### src/rtl/sram_bus_arbiter_pkg.sv
// Shared constants and types for the SRAM bus arbiter: owner codes, SRAM size codes and the
// owner-FIFO entry layout.
package sram_bus_arbiter_pkg;

  localparam logic OWNER_INST = 1'b0;
  localparam logic OWNER_DATA = 1'b1;

  localparam logic [1:0] SIZE_B = 2'd0;
  localparam logic [1:0] SIZE_H = 2'd1;
  localparam logic [1:0] SIZE_W = 2'd2;

  typedef struct packed {
    logic owner;
    logic cancelled;
  } arb_entry_t;

  localparam int unsigned ENTRY_W = $bits(arb_entry_t);

endpackage

### src/rtl/arb_owner_fifo.sv
// In-order owner tracking FIFO: one entry per accepted memory transaction, with a broadcast
// cancel that marks every instruction entry (including one being pushed) as dropped.
module arb_owner_fifo
  import sram_bus_arbiter_pkg::*;
#(
  parameter int unsigned DEPTH = 2,
  parameter int unsigned CNT_W = $clog2(DEPTH + 1)
) (
  input  logic             clk,
  input  logic             rstn,
  input  logic             push,
  input  logic             push_owner,
  input  logic             pop,
  input  logic             cancel,
  output logic             head_owner,
  output logic             head_cancelled,
  output logic [CNT_W-1:0] count,
  output logic             full
);

  localparam int unsigned PtrW = (DEPTH > 1) ? $clog2(DEPTH) : 1;

  arb_entry_t            entries_q [DEPTH];
  logic       [PtrW-1:0] wr_ptr_q, rd_ptr_q;
  logic       [CNT_W-1:0] count_q;
  arb_entry_t            push_entry;

  always_comb begin
    push_entry.owner     = push_owner;
    push_entry.cancelled = cancel && (push_owner == OWNER_INST);
  end

  always_ff @(posedge clk) begin
    if (!rstn) begin
      wr_ptr_q <= '0;
      rd_ptr_q <= '0;
      count_q  <= '0;
      for (int unsigned i = 0; i < DEPTH; i++) begin
        entries_q[i] <= '0;
      end
    end else begin
      for (int unsigned i = 0; i < DEPTH; i++) begin
        if (cancel && (entries_q[i].owner == OWNER_INST)) begin
          entries_q[i].cancelled <= 1'b1;
        end
      end
      // Later assignment wins for the slot being written this cycle.
      if (push) begin
        entries_q[wr_ptr_q] <= push_entry;
        wr_ptr_q <= (wr_ptr_q == PtrW'(DEPTH - 1)) ? '0 : wr_ptr_q + 1'b1;
      end
      if (pop) begin
        rd_ptr_q <= (rd_ptr_q == PtrW'(DEPTH - 1)) ? '0 : rd_ptr_q + 1'b1;
      end
      unique case ({push, pop})
        2'b10:   count_q <= count_q + 1'b1;
        2'b01:   count_q <= count_q - 1'b1;
        default: count_q <= count_q;
      endcase
    end
  end

  assign head_owner     = entries_q[rd_ptr_q].owner;
  assign head_cancelled = entries_q[rd_ptr_q].cancelled;
  assign count          = count_q;
  assign full           = (count_q == CNT_W'(DEPTH));

endmodule

### src/rtl/sram_bus_arbiter.sv
// Shares one SRAM-like port between fetch and memory stages; tracks in-order outstanding
// transactions, routes responses to their owner and drops responses of cancelled fetches.
module sram_bus_arbiter
  import sram_bus_arbiter_pkg::*;
#(
  parameter int unsigned OUTSTANDING = 2,
  parameter int unsigned ADDR_W      = 32
) (
  input  logic              clk,
  input  logic              rstn,
  input  logic              inst_req,
  input  logic [ADDR_W-1:0] inst_addr,
  output logic              inst_addr_ok,
  output logic              inst_data_ok,
  output logic [ADDR_W-1:0] inst_rdata,
  input  logic              inst_cancel,
  input  logic              data_req,
  input  logic              data_wr,
  input  logic [1:0]        data_size,
  input  logic [3:0]        data_wstrb,
  input  logic [ADDR_W-1:0] data_addr,
  input  logic [ADDR_W-1:0] data_wdata,
  output logic              data_addr_ok,
  output logic              data_data_ok,
  output logic [ADDR_W-1:0] data_rdata,
  output logic              mem_req,
  output logic              mem_wr,
  output logic [1:0]        mem_size,
  output logic [3:0]        mem_wstrb,
  output logic [ADDR_W-1:0] mem_addr,
  output logic [ADDR_W-1:0] mem_wdata,
  input  logic              mem_addr_ok,
  input  logic              mem_data_ok,
  input  logic [ADDR_W-1:0] mem_rdata,
  output logic              busy,
  output logic              proto_err
);

  localparam int unsigned CntW = $clog2(OUTSTANDING + 1);

  logic            lock_q, lock_owner_q, proto_err_q;
  logic            grant_valid, grant_owner, issue, accept, pop;
  logic            head_owner, head_cancelled, full;
  logic [CntW-1:0] count;

  // A locked owner keeps the grant; if it drops its request nobody is granted this cycle.
  always_comb begin
    grant_valid = 1'b0;
    grant_owner = OWNER_INST;
    if (lock_q) begin
      grant_owner = lock_owner_q;
      grant_valid = (lock_owner_q == OWNER_DATA) ? data_req : inst_req;
    end else if (data_req) begin
      grant_valid = 1'b1;
      grant_owner = OWNER_DATA;
    end else if (inst_req) begin
      grant_valid = 1'b1;
    end
  end

  assign issue  = grant_valid && !full;
  assign accept = issue && mem_addr_ok;
  assign pop    = mem_data_ok && (count != '0);

  always_comb begin
    mem_req   = 1'b0;
    mem_wr    = 1'b0;
    mem_size  = SIZE_B;
    mem_wstrb = 4'b0;
    mem_addr  = '0;
    mem_wdata = '0;
    if (issue) begin
      mem_req = 1'b1;
      if (grant_owner == OWNER_DATA) begin
        mem_wr    = data_wr;
        mem_size  = data_size;
        mem_wstrb = data_wstrb;
        mem_addr  = data_addr;
        mem_wdata = data_wdata;
      end else begin
        mem_size = SIZE_W;
        mem_addr = inst_addr;
      end
    end
  end

  always_ff @(posedge clk) begin
    if (!rstn) begin
      lock_q       <= 1'b0;
      lock_owner_q <= OWNER_INST;
      proto_err_q  <= 1'b0;
    end else begin
      if (accept) begin
        lock_q <= 1'b0;
      end else if (lock_q) begin
        if (!grant_valid || (inst_cancel && (lock_owner_q == OWNER_INST))) begin
          lock_q <= 1'b0;
        end
      end else if (issue && !(inst_cancel && (grant_owner == OWNER_INST))) begin
        lock_q       <= 1'b1;
        lock_owner_q <= grant_owner;
      end
      if (mem_data_ok && (count == '0)) begin
        proto_err_q <= 1'b1;
      end
    end
  end

  arb_owner_fifo #(
    .DEPTH (OUTSTANDING),
    .CNT_W (CntW)
  ) u_owner_fifo (
    .clk            (clk),
    .rstn           (rstn),
    .push           (accept),
    .push_owner     (grant_owner),
    .pop            (pop),
    .cancel         (inst_cancel),
    .head_owner     (head_owner),
    .head_cancelled (head_cancelled),
    .count          (count),
    .full           (full)
  );

  assign inst_addr_ok = accept && (grant_owner == OWNER_INST);
  assign data_addr_ok = accept && (grant_owner == OWNER_DATA);
  assign inst_data_ok = pop && (head_owner == OWNER_INST) && !head_cancelled;
  assign data_data_ok = pop && (head_owner == OWNER_DATA);
  assign inst_rdata   = mem_rdata;
  assign data_rdata   = mem_rdata;
  assign busy         = (count != '0);
  assign proto_err    = proto_err_q;

endmodule
### config.mk
export PLATFORM = sky130hd
export DESIGN_NAME = sram_bus_arbiter
export DESIGN_NICKNAME = d
export VERILOG_FILES = /design/src/rtl/sram_bus_arbiter_pkg.sv /design/src/rtl/arb_owner_fifo.sv /design/src/rtl/sram_bus_arbiter.sv
export SDC_FILE = /design/constraint.sdc
export NUM_CORES = 1
export LEC_CHECK = 0
export BUFFER_PORTS_ARGS = -buffer_cell sky130_fd_sc_hd__buf_2
export CAP_MARGIN = 40
export CORE_AREA = 5 5 107 109
export DETAILED_ROUTE_END_ITERATION = 12
export DIE_AREA = 0 0 112 114
export GPL_TIMING_DRIVEN = 0
export PLACE_DENSITY = 0.61
export SLEW_MARGIN = 20
export SYNTH_ARGS = -nofsm -noshare
export SYNTH_HDL_FRONTEND = slang
export SYNTH_HIERARCHICAL = 1
export SYNTH_SLANG_ARGS = --single-unit
### constraint.sdc
create_clock -name clk -period 3.33 [get_ports clk]
set_clock_uncertainty 0.05 [all_clocks]
set_input_delay 0.666 -clock clk [delete_from_list [all_inputs] [get_ports clk]]
set_output_delay 0.666 -clock clk [all_outputs]
set_load 0.01 [all_outputs]
Yosys cells after proc, flatten, opt, wreduce, memory -nomap -nowiden

Memory sizes are Yosys's and may differ from the RTL's. A register that Yosys moved wholly into a read port is not among the register bits.
Index checks and enable logic that the tools add are counted.

Add/subtract/negate cells: 4
Eq/ne operators: 3
Mux-type cells: 37
Bitwise logic cells: 10
Reductions and logical operators: 24

Operator list:

| cell                  | number |
|---|---|
| $mux W32              | 4 |
| $mux W1               | 28 |
| $logic_and A1 B1 Y1   | 14 |
| $mux W4               | 2 |
| $not A1 Y1            | 8 |
| $eq A2 B2 Y1 const B  | 2 |
| $logic_not A1 Y1      | 4 |
| $mux W2               | 2 |
| $pmux W2 S2           | 1 |
| $reduce_bool A2 Y1    | 2 |
| $reduce_and A3 Y1     | 1 |
| $add A1 B1 Y1 const B | 2 |
| $add A2 B1 Y2 const B | 1 |
| $eq A2 B1 Y1 const B  | 1 |
| $logic_not A2 Y1      | 1 |
| $or A1 B1 Y1          | 2 |
| $reduce_or A2 Y1      | 1 |
| $sub A2 B1 Y2 const B | 1 |
| $logic_or A1 B1 Y1    | 1 |

Register bits after elaboration: 7
Memory bits (writable): 4
Input port bits: 142
Output and inout port bits: 142
Memories kept: 1

Memories:

| name                   | depth | bits a word | rd ports | clocked after memory_dff | wr ports | line                 | text |
|---|---|---|---|---|---|---|---|
| u_owner_fifo.entries_q | 2     | 2           | 3        | 1                        | 3        | arb_owner_fifo.sv:23 | `arb_entry_t entries_q [DEPTH];` |

Longest topological paths before layout

Gate-level depths: netlist of run 1.

Depth after elaboration: 8
Depth in mapped cells: 10
Depth with buffers taken out: 9

Cells and area by module

The synthesis of run 1 kept the hierarchy.

Modules (own cells, without submodules):

| module           | instances | cells each | area an instance (sq um) | seq. area each (sq um) |
|---|---|---|---|---|
| sram_bus_arbiter | 1         | 244        | 1447.6                   | 60.1 |
| arb_owner_fifo   | 1         | 44         | 434.2                    | 220.2 |

Least setup slack after synthesis of run 1

OpenSTA, ideal clock, no wires.

Kind: input to register
Start: input port inst_req
End: register u_owner_fifo.count_q[1] (netlist: u_owner_fifo/count[1])
Setup time: 0.070 ns
Arrival time: 2.327 ns
Setup slack: 0.882 ns
Stages: 8
Path through: a21boi_1 > o221ai_4 > buf_2 > nor2_1 > inv_1 > ha_1 > or3_1 > a21boi_1

Cells in the longest elaborated chain, start to end: 7
Elaborated cells between the ends (all ways): 10
Those cells by class: 2 x eq/ne; 5 x mux; 3 x reduce/logical

RTL lines:

| item                                              | line                   | text |
|---|---|---|
| from (decl)                                       | sram_bus_arbiter.sv:11 | `input logic inst_req,` |
| $mux W1                                           | sram_bus_arbiter.sv:56 | `end else if (inst_req) begin` |
| $mux W1                                           | sram_bus_arbiter.sv:53 | `end else if (data_req) begin` |
| $mux W1 (*)                                       | sram_bus_arbiter.sv:50 | `if (lock_q) begin` |
| $logic_and A1 B1 Y1 (*)                           | sram_bus_arbiter.sv:61 | `assign issue = grant_valid && !full;` |
| $logic_and A1 B1 Y1 (*)                           | sram_bus_arbiter.sv:62 | `assign accept = issue && mem_addr_ok;` |
| net accept                                        | sram_bus_arbiter.sv:42 | `logic grant_valid, grant_owner, issue, accept, pop;` |
| $eq A2 B1 Y1 or $eq A2 B2 Y1 (tied branches)      | arb_owner_fifo.sv:55   | `unique case ({push, pop})` |
| $pmux W2 S2 or $reduce_bool A2 Y1 (tied branches) | n/a                    |  |
| to (signal assigned)                              | arb_owner_fifo.sv:56   | `2'b10: count_q <= count_q + 1'b1;` |
| to (signal assigned)                              | arb_owner_fifo.sv:57   | `2'b01: count_q <= count_q - 1'b1;` |
| to (signal assigned)                              | arb_owner_fifo.sv:58   | `default: count_q <= count_q;` |
| to (decl)                                         | arb_owner_fifo.sv:25   | `logic [CNT_W-1:0] count_q;` |

Mark *: on every way through the listed nets, which the timed path passes. The rest lies on a longest branch.
A chain may end at the register's enable or synchronous reset.

Worst setup path in the final report of run 1

Start: register lock_q
End: output port mem_addr[19]

Cells in the longest elaborated chain, start to end: 3
Elaborated cells between the ends (all ways): 5
Those cells by class: 4 x mux; 1 x reduce/logical

RTL lines:

| item                                            | line                                           | text |
|---|---|---|
| from (decl)                                     | sram_bus_arbiter.sv:41                         | `logic lock_q, lock_owner_q, proto_err_q;` |
| from (signal assigned)                          | sram_bus_arbiter.sv:89                         | `lock_q <= 1'b0;` |
| from (signal assigned)                          | sram_bus_arbiter.sv:94                         | `lock_q <= 1'b0;` |
| from (signal assigned)                          | sram_bus_arbiter.sv:97                         | `lock_q <= 1'b0;` |
| $mux W1                                         | sram_bus_arbiter.sv:50                         |  |
| $mux W32 or $logic_and A1 B1 Y1 (tied branches) | sram_bus_arbiter.sv:74, sram_bus_arbiter.sv:61 |  |
| $mux W32 (*)                                    | sram_bus_arbiter.sv:72                         | `if (issue) begin` |
| to (decl)                                       | sram_bus_arbiter.sv:30                         | `output logic [ADDR_W-1:0] mem_addr,` |

Every way passes the cells marked *; elsewhere a longest branch is shown, timed or not.

==> metrics.csv, run 1 <==
metric,value,unit
startpoint_type,flop,
synth_area_per_cell,6.53,µm²
yosysSeqAreaShare,0.149,
antenna_cells,0,
io_pins,284,
power_density,372,nW/µm²
route.detailed.drc,0,
drtIter0Drc,58,
synth_seq_cells,12,
post-route-period-util,0.824,
ir_drop,0.000220,V
clock_path_buffers,2,
fmaxAchievable,365,MHz
arrival,2.03,ns
crit_path_end_kind,output pin,
overflow,0,
clock_tree.root_cell,clkbuf_8,
crit_type,reg -> out,
dieArea,12800,µm²
topRoutingLayerUsed,met4,
rsz0062_at_grt,false,
grt_pass1_vias,2729,
syn_nets,431,
slew_viol_final,0,
grt_pass1_wl,12.0,mm
path_max_fanout,10,
tightest_slew,0.440,ns
die_h,114,µm
clk_pin_slew,0.05,ns
post-place-ws,0.416,ns
start_util,0.179,
antenna_left,0,
required,2.61,ns
cap_violations,0,
yosysWarnings,6,
cts-buffers-inserted,3,
dr_wl_met2,4.25,mm
syn_to_final_growth,78.5,%
multi_input_area,1030,µm²
wl,8.04,mm
drive_gt1_frac,0.621,
via_count,2693,
hold_viol,0,
avgRoutedWirePerCell,11.8,µm
cts_setup_buffers,0,
hold_path.class,reg -> reg,
ctsResizeCount,0,
clock_latency,0.24,ns
worstPathCellList,mux2i_4 > clkbuf_1 > nand2_1 > a21oi_1 > buf_2,
p_leak,2.00,nW
io_buffers,251,
slowest_stage,dfxtp_1,
m1WireLength,3.01,mm
synthesis.instances,288,
period_needed,2.74,ns
hold_buffers,0,
outcome,finished clean,
finalSetupViolCount,0,
cts_tree,built,
n_fill_cell,1142,
fin_nets,687,
grt_max_degree,13,
grt_usage,0.109,
h-tree-depth,1,
slowest_delay,0.48,ns
route.met3.wl,755,µm
post-dp-hpwl,7.10,mm
vias_per_cell,3.94,
finalSetupTns,0,ns
gp_congestion,0.910,
max_slew_margin,0.706,
core,10500,µm²
layout_setup_ws,0.587,ns
first_pass_iters,4,
cts_sinks,12,
die_x,112,µm
synthesis.area,1880,µm²
layout_common_cells,"buf_2 (257), nand2_1 (74), buf_4 (67), and2_1 (42), a21oi_1 (37)",
antenna_found_initial,0,
final_common_cell,buf_2,
register_area,280,µm²
yosysUniqueCellTypes,35,
rows,38,
==> synth_stat cells, drive strengths merged <==
cell type  instances  area share
nand3              2      0.0053
o221ai             2       0.019
a311oi             1      0.0047
xnor2              2      0.0093
and2              42        0.14
a21oi             37       0.098
nor3               3      0.0080
nor2               6       0.012
or3                1      0.0033
nand2b             4       0.015
mux2               2       0.012
nor2b              2      0.0066
a211oi             1      0.0040
and2b              1      0.0047
clkbuf             5       0.010
mux2i              1       0.012
and3               2      0.0066
o21ai              1      0.0027
nand2             74        0.15
buf               73        0.28
or2                1      0.0033
a31o               1      0.0047
inv                5       0.010
edfxtp             4       0.064
a21boi             3       0.012
clkinv             1      0.0027
ha                 1      0.0066
nor3b              1      0.0040
dfxtp              8       0.085
xor2               1      0.0047
==> per-layer routing <==
layer / up-vias / GRT usage
met5: - / 0
met4: 0 / 0.0160
met3: 4 / 0.0265
met2: 142 / 0.209
met1: 1184 / 0.124
li1: 1363 / -
==> stage by stage <==
stage / instance area [µm²] / util / hold WS (ns) / total power [W] / cells
5_1_grt: 3360 / 0.320 / 0.507 / 0.00136 / 683
2_1_floorplan: 1880 / - / 0.416 / 0.000752 / 288
3_5_place_dp: 3310 / 0.315 / 0.444 / 0.00113 / 679
3_3_place_gp: 3310 / 0.315 / 0.417 / 0.00112 / 679
6_report: 3360 / 0.320 / 0.445 / 0.00125 / 683
4_1_cts: 3360 / 0.320 / 0.457 / 0.00127 / 683
==> critical path, delay by kind of cell, from the launching register on <==
kind                   cells  cell delay [ns]
AO/OA/AOI/OAI              1             0.15
buffers and inverters      2             0.57
flip-flops                 1             0.48
multiplexers               1             0.47
AND/OR/NAND/NOR            1             0.12
==> final cells by class <==
type	instances	area share
plain buffers	78	0.164
clock buffers	3	0.0123
clock inverters	1	0.00112
inverters	6	0.00708
multi-input cells	192	0.306
flip-flops and latches	12	0.0835
well taps	140	0.0522
repair buffers	251	0.374
==> power by group <==
part	switching, W	internal (W)	total [W]	leakage (nW)
sequential	0.0000270	0.000187	0.000214	0.109
combinational	0.000485	0.000419	0.000904	1.87
clock	0.0000514	0.0000811	0.000133	0.0231
==> final timing paths <==
path	start	endpoint	slack, ns	depth (start not counted)
worst min-delay path	proto_err$_SDFFE_PN0P_	proto_err$_SDFFE_PN0P_	0.44	2
worst min register to register	proto_err$_SDFFE_PN0P_	proto_err$_SDFFE_PN0P_	0.44	2
worst max-delay path	lock_q$_SDFF_PP0_	mem_addr[19]	0.59	5
worst max register to register	u_owner_fifo/count[0]$_SDFFE_PN0P_	u_owner_fifo/count[1]$_SDFFE_PN0P_	0.79	9
==> sequential cells by signal (all words and copies together) (netlist names), named ones only <==
name	cells
u_owner_fifo/count	2
lock_q	1
lock_owner_q	1
u_owner_fifo/entries_q	4
proto_err	1
u_owner_fifo/rd_ptr_q	1
u_owner_fifo/wr_ptr_q	1
==> logic make-up after synthesis <==
group                    after synthesis  share of synthesized area
AND/OR/NAND/NOR                      139                      0.356
buffers and inverters                 84                      0.306
AO/OA/AOI/OAI                         46                      0.145
flip-flops                            12                      0.149
XOR/XNOR                               3                     0.0140
multiplexers                           3                     0.0239
adder cells (fa/ha/maj)                1                    0.00665
(Power assumes the default switching activity.)
==> inputs of run 2 (changes only) <==
ABC_AREA = 1   (was not set)
PLACE_DENSITY = 0.64   (was 0.61)
clock period = 2.3 ns   (was 3.33 ns; I/O delays follow)
==> run 2 against run 1 <==
Effect of this change: combinational power grew 46%; clock power grew 73%; worst hold slack lost 0.0017 ns; final area grew 4.0%; clock-buffer cell count grew 1.
==> metrics.csv, run 2 <==
metric,value,unit,change
rows,38,,unchanged
tightest_slew,0.347,ns,was 0.440 ns
hold_buffers,0,,unchanged
power_density,527,nW/µm²,was 372 nW/µm²
arrival,1.62,ns,was 2.03 ns
slew_viol_final,0,,unchanged
via_count,2910,,"was 2,693"
ctsResizeCount,0,,unchanged
post-dp-hpwl,7.94,mm,was 7.10 mm
yosysSeqAreaShare,0.140,,was 0.149
grt_usage,0.127,,was 0.109
vias_per_cell,3.90,,was 3.94
ir_drop,0.000238,V,was 0.000220 V
clk_pin_slew,0.05,ns,about the same
die_h,114,µm,unchanged
largest_reg_flops,4,,unchanged
synthTopCellsByArea,"buf_4 (25%), nand2_1 (23%), nor2_1 (11%)",,"was buf_4 (27%), nand2_1 (15%), and2_1 (14%)"
multi_input_area,1040,µm²,was 1030 µm²
start_util,0.190,,was 0.179
drive_gt1_frac,0.577,,was 0.621
synth_edf_count,4,,unchanged
clock_tree.root_cell,clkbuf_8,,unchanged
grt_pass1_wl,13.3,mm,was 12.0 mm
startpoint_type,flop,,unchanged
finalSetupViolCount,0,,unchanged
antenna_cells,0,,unchanged
dieArea,12800,µm²,unchanged
drtIter0Drc,85,,was 58
syn_to_final_growth,74.7,%,was 78.5%
first_pass_iters,4,,unchanged
fmaxAchievable,469,MHz,
rsz0062_at_grt,true,,was false
syn_nets,495,,was 431
wl,9.07,mm,was 8.04 mm
clock_path_buffers,2,,unchanged
h-tree-depth,1,,unchanged
antenna_found_initial,1,,was 0
final_area,3490,µm²,was 3360 µm²
grt_pass1_vias,2703,,"was 2,729"
synth_common_cells,"nand2_1 (122), buf_4 (67), nor2_1 (56)",,"was nand2_1 (74), buf_4 (67), and2_1 (42)"
synthesis.area,2000,µm²,was 1880 µm²
crit_buf_inv,3,,was 2
worstPathCellList,nand2_2 > o21ai_4 > inv_4 > buf_4 > nand2_1 > a21oi_1 > buf_2,,was mux2i_4 > clkbuf_1 > nand2_1 > a21oi_1 > buf_2
crit_path_end_kind,output pin,,unchanged
grt_max_degree,11,,was 13
yosysMostFrequentCell,nand2_1,,unchanged
synth_ff_type,dfxtp_1,,unchanged
cts_setup_buffers,0,,unchanged
synth_top_cell_by_area,buf_4,,unchanged
hold_viol,0,,unchanged
route.detailed.drc,0,,unchanged
n_fill_cell,1219,,"was 1,142"
clock_latency,0.24,ns,about the same
gp_congestion,0.848,,was 0.910
async_reset_ff_frac,0,,unchanged
synth_seq_cells,12,,unchanged
largest-register,u_owner_fifo/entries_q,,unchanged
avgRoutedWirePerCell,12.1,µm,was 11.8 µm
required,1.79,ns,was 2.61 ns
core,10500,µm²,unchanged
slowest_delay,0.37,ns,was 0.48 ns
post-route-period-util,0.928,,
period_needed,2.13,ns,
synth.top_cell.area_share,0.252,,was 0.267
outcome,finished clean,,unchanged
fin_nets,751,,was 687
cts_sinks,12,,unchanged
io_pins,284,,unchanged
register_area,280,µm²,unchanged
io_buffers,251,,unchanged
crit_family,buffers and inverters,,unchanged
synth_area_per_cell,5.68,µm²,was 6.53 µm²
crit_type,reg -> out,,unchanged
yosysUniqueCellTypes,24,,was 35
post-route-util,0.332,,was 0.320
path_max_fanout,10,,unchanged
yosysWarnings,6,,unchanged
overflow,0,,unchanged
synthesis.instances,352,,was 288
hold_path.class,reg -> reg,,unchanged
cts-buffers-inserted,3,,unchanged
max_slew_margin,0.768,,was 0.706
p_leak,2.20,nW,was 2.00 nW
power.total,0.00184,W,was 0.00125 W
antenna_left,0,,unchanged
dpl_cell_area,3430,µm²,was 3310 µm²
layout_common_cells,"buf_2 (260), nand2_1 (122), buf_4 (67), nor2_1 (56), a21oi_1 (34)",,"was buf_2 (257), nand2_1 (74), buf_4 (67), and2_1 (42), a21oi_1 (37)"
slowest_stage,dfxtp_1,,unchanged
final_common_cell,buf_2,,unchanged
die_x,112,µm,unchanged
cts_tree,built,,unchanged
cap_violations,0,,unchanged
run 2: cell types whose count changed after synthesis, moves of 3 or more:
cell and change:
nand2_1 +48, and2_1 -42, inv_1 +14, nand3_1 +4
buf_6 +5, buf_2 +4, nor2_1 +50, nand2_2 +3
nand2b_1 -3, clkbuf_1 -5
run 2: metrics by stage:
step / cells / worst slack [ns] / hold slack, ns / TNS (ns)
4_1_cts: 747 / 0.131 / 0.446 / 0
3_5_place_dp: 743 / 0.195 / 0.431 / 0
3_3_place_gp: 743 / 0.195 / 0.402 / 0
2_1_floorplan: 352 / 0.593 / 0.410 / 0
5_1_grt: 747 / -0.00507 / 0.460 / -0.00507
6_report: 747 / 0.167 / 0.443 / 0
run 2: path summary, 6_finish.rpt:
check / start / slack [ns] / cells past startpoint / end
setup / recovery: lock_q$_SDFF_PP0_ / 0.17 / 7 / mem_addr[11]
hold reg to reg: proto_err$_SDFFE_PN0P_ / 0.44 / 2 / proto_err$_SDFFE_PN0P_
setup reg to reg: lock_q$_SDFF_PP0_ / 0.38 / 14 / u_owner_fifo/count[1]$_SDFFE_PN0P_
hold / removal: proto_err$_SDFFE_PN0P_ / 0.44 / 2 / proto_err$_SDFFE_PN0P_
run 2: worst reg2reg max path: cells and delay by family (launching register included):
kind | cells | cell delay [ns]
flip-flops | 1 | 0.45
AND/OR/NAND/NOR | 9 | 0.76
adder cells (fa/ha/maj) | 1 | 0.27
buffers and inverters | 4 | 0.34
run 2: report_power, final:
part | switching (W) | leakage, nW | internal [W] | total (W)
clock network | 0.0000784 | 0.0288 | 0.000151 | 0.000230
registers | 0.0000281 | 0.109 | 0.000259 | 0.000287
logic | 0.000759 | 2.06 | 0.000563 | 0.00132
total | 0.000865 | 2.20 | 0.000973 | 0.00184
run 2: routing by layer:
metal / track usage / part of all wire
met5: 0 / 0.0014
met2: 0.216 / 0.50
met3: 0.0308 / 0.089
met4: 0.0256 / 0.011
met1: 0.163 / 0.40
run 2: final cells by class:
class | instances | area share
inverters | 20 | 0.0222
repair buffers | 251 | 0.360
well taps | 140 | 0.0502
multi-input cells | 238 | 0.297
plain buffers | 82 | 0.175
flip-flops and latches | 12 | 0.0803
clock buffers | 4 | 0.0158
run 2: kinds of logic after synthesis:
group | count (synthesis) | share of synthesized area
simple gates | 192 | 0.379
buf+inv | 102 | 0.344
compound gates | 43 | 0.120
flops | 12 | 0.140
mux | 2 | 0.0113
fa+ha+maj | 1 | 0.00626
